### src/rtl/port_tx.sv
// Node port write: captures one word and offers it to L/R/U/D, ANY or LAST neighbour.
// Latency: offer visible the cycle after send_req; earliest ack/done in that same offer cycle.
// Backpressure: holds the offer and stalls the core until a neighbour is ready; NIL writes complete at once.
module port_tx #(
    parameter int WORD_W = 11
) (
    input  logic              clk,
    input  logic              nrst,
    input  logic              send_req,
    input  logic [2:0]        send_dir,
    input  logic [WORD_W-1:0] send_data,
    output logic              stall,
    output logic              done,
    output logic [3:0]        out_valid,
    output logic [WORD_W-1:0] out_data,
    input  logic [3:0]        out_ready,
    output logic [3:0]        out_ack,
    output logic              last_valid,
    output logic [1:0]        last_dir
);

    typedef enum logic {
        IDLE  = 1'b0,
        OFFER = 1'b1
    } state_t;

    state_t      state, state_nxt;
    logic [3:0]  mask;
    logic        is_any;

    logic        cap;
    logic [3:0]  cap_mask;
    logic        cap_any;
    logic        hit;
    logic [1:0]  win_idx;
    logic        upd_last;

    always_comb begin
        state_nxt = state;
        stall     = 1'b0;
        done      = 1'b0;
        out_ack   = 4'b0000;
        out_valid = 4'b0000;
        cap       = 1'b0;
        cap_mask  = 4'b0000;
        cap_any   = 1'b0;
        hit       = 1'b0;
        win_idx   = 2'd0;
        upd_last  = 1'b0;

        case (state)
            IDLE: begin
                if (send_req) begin
                    case (send_dir)
                        3'd0, 3'd1, 3'd2, 3'd3: cap_mask = 4'b0001 << send_dir[1:0];
                        3'd4: begin
                            cap_mask = 4'b1111;
                            cap_any  = 1'b1;
                        end
                        3'd5: if (last_valid) cap_mask = 4'b0001 << last_dir;
                        default: cap_mask = 4'b0000;
                    endcase
                    // An empty mask means NIL (or LAST with nothing recorded): drop the word.
                    if (cap_mask != 4'b0000) begin
                        cap       = 1'b1;
                        stall     = 1'b1;
                        state_nxt = OFFER;
                    end else begin
                        done = 1'b1;
                    end
                end
            end
            OFFER: begin
                out_valid = mask;
                // Scan high to low so the lowest ready index wins.
                for (int i = 3; i >= 0; i--) begin
                    if (mask[i] && out_ready[i]) begin
                        hit     = 1'b1;
                        win_idx = 2'(i);
                    end
                end
                if (hit) begin
                    out_ack   = 4'b0001 << win_idx;
                    done      = 1'b1;
                    upd_last  = is_any;
                    state_nxt = IDLE;
                end else begin
                    stall = 1'b1;
                end
            end
            default: state_nxt = IDLE;
        endcase
    end

    always_ff @(posedge clk or negedge nrst) begin
        if (!nrst) begin
            state      <= IDLE;
            out_data   <= '0;
            mask       <= 4'b0000;
            is_any     <= 1'b0;
            last_valid <= 1'b0;
            last_dir   <= 2'd0;
        end else begin
            state <= state_nxt;
            if (cap) begin
                out_data <= send_data;
                mask     <= cap_mask;
                is_any   <= cap_any;
            end
            if (upd_last) begin
                last_valid <= 1'b1;
                last_dir   <= win_idx;
            end
        end
    end

endmodule

### config.mk
export PLATFORM = sky130hd
export DESIGN_NAME = port_tx
export DESIGN_NICKNAME = d
export VERILOG_FILES = /design/src/rtl/port_tx.sv
export SDC_FILE = /design/constraint.sdc
export NUM_CORES = 1
export LEC_CHECK = 0
export BUFFER_PORTS_ARGS = -buffer_cell sky130_fd_sc_hd__buf_2
export CORE_ASPECT_RATIO = 0.8
export CORE_MARGIN = 2
export CORE_UTILIZATION = 46
export DETAILED_ROUTE_END_ITERATION = 8
export PLACE_DENSITY_LB_ADDON = 0.25
export SLEW_MARGIN = 20
export SYNTH_ARGS = -nofsm -noshare
export SYNTH_HDL_FRONTEND = slang
export SYNTH_SLANG_ARGS = --single-unit
### constraint.sdc
create_clock -name clk -period 1.6 [get_ports clk]
set_input_delay 0.32 -clock clk [delete_from_list [all_inputs] [get_ports clk]]
set_output_delay 0.32 -clock clk [all_outputs]
set_load 0.05 [all_outputs]
Yosys cells after proc, flatten, opt, wreduce, memory -nomap -nowiden
Index checks and enable logic that the tools add are counted.
{ "totals": {"regBits": 20, "latch_bits": 0, "ram_bits": 0, "romBits": 0, "input_bits": 21, "output_inout_bits": 24, "wordCells": 56, "n_memories": 0} }
{ "op_classes": {"addsub": 0, "mul": 0, "n_div": 0, "order_cmp": 0, "eq_ne": 5, "shift": 3, "mux": 34, "n_bitwise": 1, "n_reduce_logical": 7} }
{ "op_table": {"columns": ["cell", "n"], "rows": [
  ["4-bit two-way mux", 8],
  ["1-bit two-way mux", 17],
  ["2-bit two-way mux", 6],
  ["4-bit one-hot mux with 3 select lines", 1],
  ["1-bit by 2-bit left shift with 4-bit output, first input constant", 3],
  ["3-bit by 2-bit == test with 1-bit output, second input constant", 2],
  ["3-bit == test, second input constant", 2],
  ["1-bit logical AND", 4],
  ["1-bit one-hot mux with 2 select lines", 2],
  ["4-bit nonzero test", 1],
  ["4-bit OR reduction", 1],
  ["3-bit by 1-bit == test with 1-bit output, second input constant", 1],
  ["3-bit zero test", 1],
  ["1-bit inverter", 1]
]} }

Logic depth before layout (Yosys ltp)
{ "logic_depth": {"depth_word": 9, "ltp_mapped": 7, "depth_no_buf": 4} }

Worst setup path before layout
No wires, ideal clock.
{ "synth_path": {"kind": "register to output", "from": "register last_valid", "to": "output port done", "t_arrival_ns": 1.931, "required_time_ns": 1.280, "path_slack_ns": -0.651, "path_stages_with_launch": 4, "n_path_buf": 0, "cell_sequence": "dfrtp_1 nor2b_4 o21ai_2 o21ai_0"} }
{ "synth_via": {"elab_chain_len": 8} }
{ "synth_rtl": {"columns": ["element", "line_no", "text"], "rows": [
  ["start, declared", "18", "output logic last_valid,"],
  ["start signal, assigned", "101", "last_valid <= 1'b0;"],
  ["start signal, assigned", "111", "last_valid <= 1'b1;"],
  ["4-bit two-way mux", "60", "3'd5: if (last_valid) cap_mask = 4'b0001 << last_dir;"],
  ["4-bit one-hot mux with 3 select lines", "54", "case (send_dir)"],
  ["4-bit two-way mux", "53", "if (send_req) begin"],
  ["4-bit two-way mux", "51", "case (state)"],
  ["4-bit nonzero test", "64", "if (cap_mask != 4'b0000) begin"],
  ["1-bit two-way mux", "64", null],
  ["1-bit two-way mux", "53", null],
  ["1-bit one-hot mux with 2 select lines", "51", null],
  ["end, declared", "13", "output logic done,"]
]} }
Every way passes these cells. The select of a mux whose other input is x is not followed.

Worst setup path in the final report
{ "layout_path": {"from": "register mask[0]", "to": "output port stall"} }
{ "layout_via": {"elab_chain_len": 5} }
{ "layout_rtl": {"columns": ["element", "line_no", "text"], "rows": [
  ["start, declared", "28", "logic [3:0] mask;"],
  ["start signal, assigned", "107", "mask <= cap_mask;"],
  ["1-bit logical AND", "77", "if (mask[i] && out_ready[i]) begin"],
  ["1-bit two-way mux", "77", null],
  ["1-bit two-way mux", "51", null],
  ["1-bit two-way mux", "82", "if (hit) begin"],
  ["1-bit one-hot mux with 2 select lines", "51", null],
  ["end, declared", "12", "output logic stall,"]
]} }
Every way passes these cells. The select of a mux whose other input is x is not followed.

==> results_dict.tcl <==
set metrics [dict create \
    run_status "complete, but fails checks" \
    violations "setup timing" \
    overflow 0 \
    ys_seq_area_share_pct 48.5 \
    syn_area_um2 1030 \
    wire_per_inst_um 13.9 \
    synth_flop_cell "dfrtp_1" \
    setup_viol 5 \
    worst_slack_ns -0.178 \
    grt_pass1_vias 782 \
    startpoint "mask[0]" \
    yosys.area_share.simple_pct 16.5 \
    finalWeightedCongestion 0.931 \
    fin_tns_setup_ns -0.633 \
    dp_hpwl_um 1660 \
    post-route-util_pct 69.2 \
    tightestPinTransition_ns 0.439 \
    syn-num-nets 110 \
    cts-root-to-sink-buffers 2 \
    drt-pass1-iter-count 4 \
    die_y_um 46.3 \
    vdd_ir_drop_max_uv 1500 \
    antenna_found_initial 0 \
    grt_pass1_wl_um 3520 \
    path_class "reg -> out" \
    grt_max_degree 21 \
    cp_max_fo 4 \
    tritoncts "built" \
    vias_per_cell 5.28 \
    syn_inst 89 \
    worstSetupStartpointType "flop" \
    avgSynthCellArea_um2 11.6 \
    clk_root_buffer_cell "clkbuf_4" \
    num_vias 892 \
    yosys-top-cells-area "dfrtp_1 49%, mux2_4 10%, mux2_2 7.6%, and2_1 3.6%, nand2_1 3.6%" \
    p_leak_uw 0.000743 \
    rsz0062_at_grt "yes" \
    initial_core_util_pct 48.2 \
    layout.nets 166 \
    min_from "send_data[10]" \
    grtUsageTotal_pct 18.2 \
    end_kind "output pin" \
    wl_um 2340 \
    ys_ff_latch 20 \
    maxCapViolCount 0 \
    fin_crit_sh_pct 111 \
    hp-class "in -> reg" \
    synth_fa_ha_area_share_pct 0 \
    post-route-drc-count 0 \
    drtIter0Drc 14 \
    clk_pin_slew_ns 0.12 \
    maxSlewViolCount 0 \
    final.setup_skew_ns 0.00565 \
    clk_latency_ns 0.32 \
    cts_max_level 1 \
    synthTopCellsByCount "20 x dfrtp_1, 10 x nand2_1, 7 x mux2_2, 7 x mux2_4, 6 x and2_1" \
    die_area_um2 2640 \
    critPathArrivalTime_ns 1.46 \
    powerDensity_nw_per_um2 2380 \
    ant_nets 0 \
    drive_above_1_share_pct 61.8 \
    synth-async-reset-ratio_pct 100 \
    relSlewSlack_pct 70.7 \
    rr_startpoint "last_valid" \
    yosysTopAreaCellShare_pct 48.5 \
    fmax_mhz 563 \
    cts_buffers 3 \
    core-area_um2 2140 \
    dieWidth_um 56.9 \
    synthMuxAreaShare_pct 18.8 \
    synthXorXnorAreaFrac_pct 0.850 \
    pin_count 45 \
    synth_top_cell_by_area "dfrtp_1" \
    synth_top_family_by_area "multiplexers" \
    final-hold-violation-count 0 \
    yosysMostFrequentCell "dfrtp_1" \
    synth-edff-count 0 \
    yosysUniqueCellTypes 30 \
    synth_compound_area_share_pct 10.1 \
    required_ns 1.28 \
    period_needed_ns 1.78 \
    ys_warn_count 0 \
    syn_to_final_growth_pct 43.7 \
    stdcell_count 169 \
    fin_hold_ws_ns 0.221 \
    row_count 15 \
    dp.cells 159 \
    clock_sinks 20 \
    numPortBuffers 44 \
    num_antenna_cells 0 \
]
==> final cells by class <==
class	count	area, um^2
Clock inverter	1	30.0
Tap cell	25	31.3
Fill cell	161	658
Clock buffer	3	22.5
Timing Repair Buffer	55	342
Sequential cell	20	502
Inverter	2	7.51
Multi-Input combinational cell	63	547
==> metal layers <==
layer | routed length [um] | GRT usage [%]
met2 | 1210 | 32.6
met5 | 0 | 0
met3 | 131 | 5.34
met1 | 958 | 21.7
met4 | 43 | 5.58
==> path summary, 6_finish.rpt <==
path / to / slack, ns / cells after the start
worst max-delay path: stall / -0.18 / 5
worst min-delay path: out_data[10] / 0.22 / 2
worst max register to register: mask[0] / 0.02 / 5
worst min register to register: out_data[0] / 0.51 / 1
max in group asynchronous: last_valid / 0.81 / 2
min in group asynchronous: out_data[9] / 0.46 / 2
==> kinds of logic after synthesis <==
| kind of cell | after synthesis |
|---|---|
| AO/OA/AOI/OAI | 16 |
| XOR/XNOR | 1 |
| buffers and inverters | 6 |
| flip-flops | 20 |
| multiplexers | 15 |
| AND/OR/NAND/NOR | 31 |
==> what timing repair did <==
action	in CTS	in global routing
buffers inserted	2	3
pin swaps	5	5
endpoints found under the setup margin	5	14
endpoints found under the hold margin	20	0
gates resized for setup	17	14
hold buffers	1	0
==> where the power goes <==
part	internal, uW	switching [uW]	total (uW)
sequential	753	191	944
combinational	738	1420	2160
clock	254	166	420
total	1740	1780	3520
==> metrics by stage <==
stage / setup slack [ns] / power [uW] / cell area (um^2)
6_report: -0.178 / 3520 / 1480
5_1_grt: -0.252 / 3690 / 1480
4_1_cts: -0.158 / 3430 / 1430
3_5_place_dp: 0.00768 / 2880 / 1300
3_3_place_gp: 0.00701 / 2850 / 1300
2_1_floorplan: -0.0475 / 2470 / 1060
==> critical path, cell delays in order (launching register included) <==
cell     delay, ns
dfrtp_1       0.44
nand2_2       0.13
and2_4        0.18
nand2_4       0.07
o21ai_4       0.14
buf_6         0.17
==> placed cells by master, fill, tap and decap left out, types with 2 or more instances in the layout <==
cell type / n
a21oi_1: 3
a31oi_1: 4
and2_1: 5
buf_2: 34
buf_4: 16
buf_6: 3
clkbuf_4: 4
dfrtp_1: 19
inv_1: 2
mux2_2: 7
mux2_4: 7
nand2_1: 5
nand2_2: 4
nand2b_1: 3
nand3b_1: 2
o21ai_2: 2
==> registers in the layout, indices dropped and copies added, names as in the netlist <==
name	count
last_dir	2
state	1
out_data	11
last_valid	1
mask	4
is_any	1
Power figures use the tool's default switching activity.
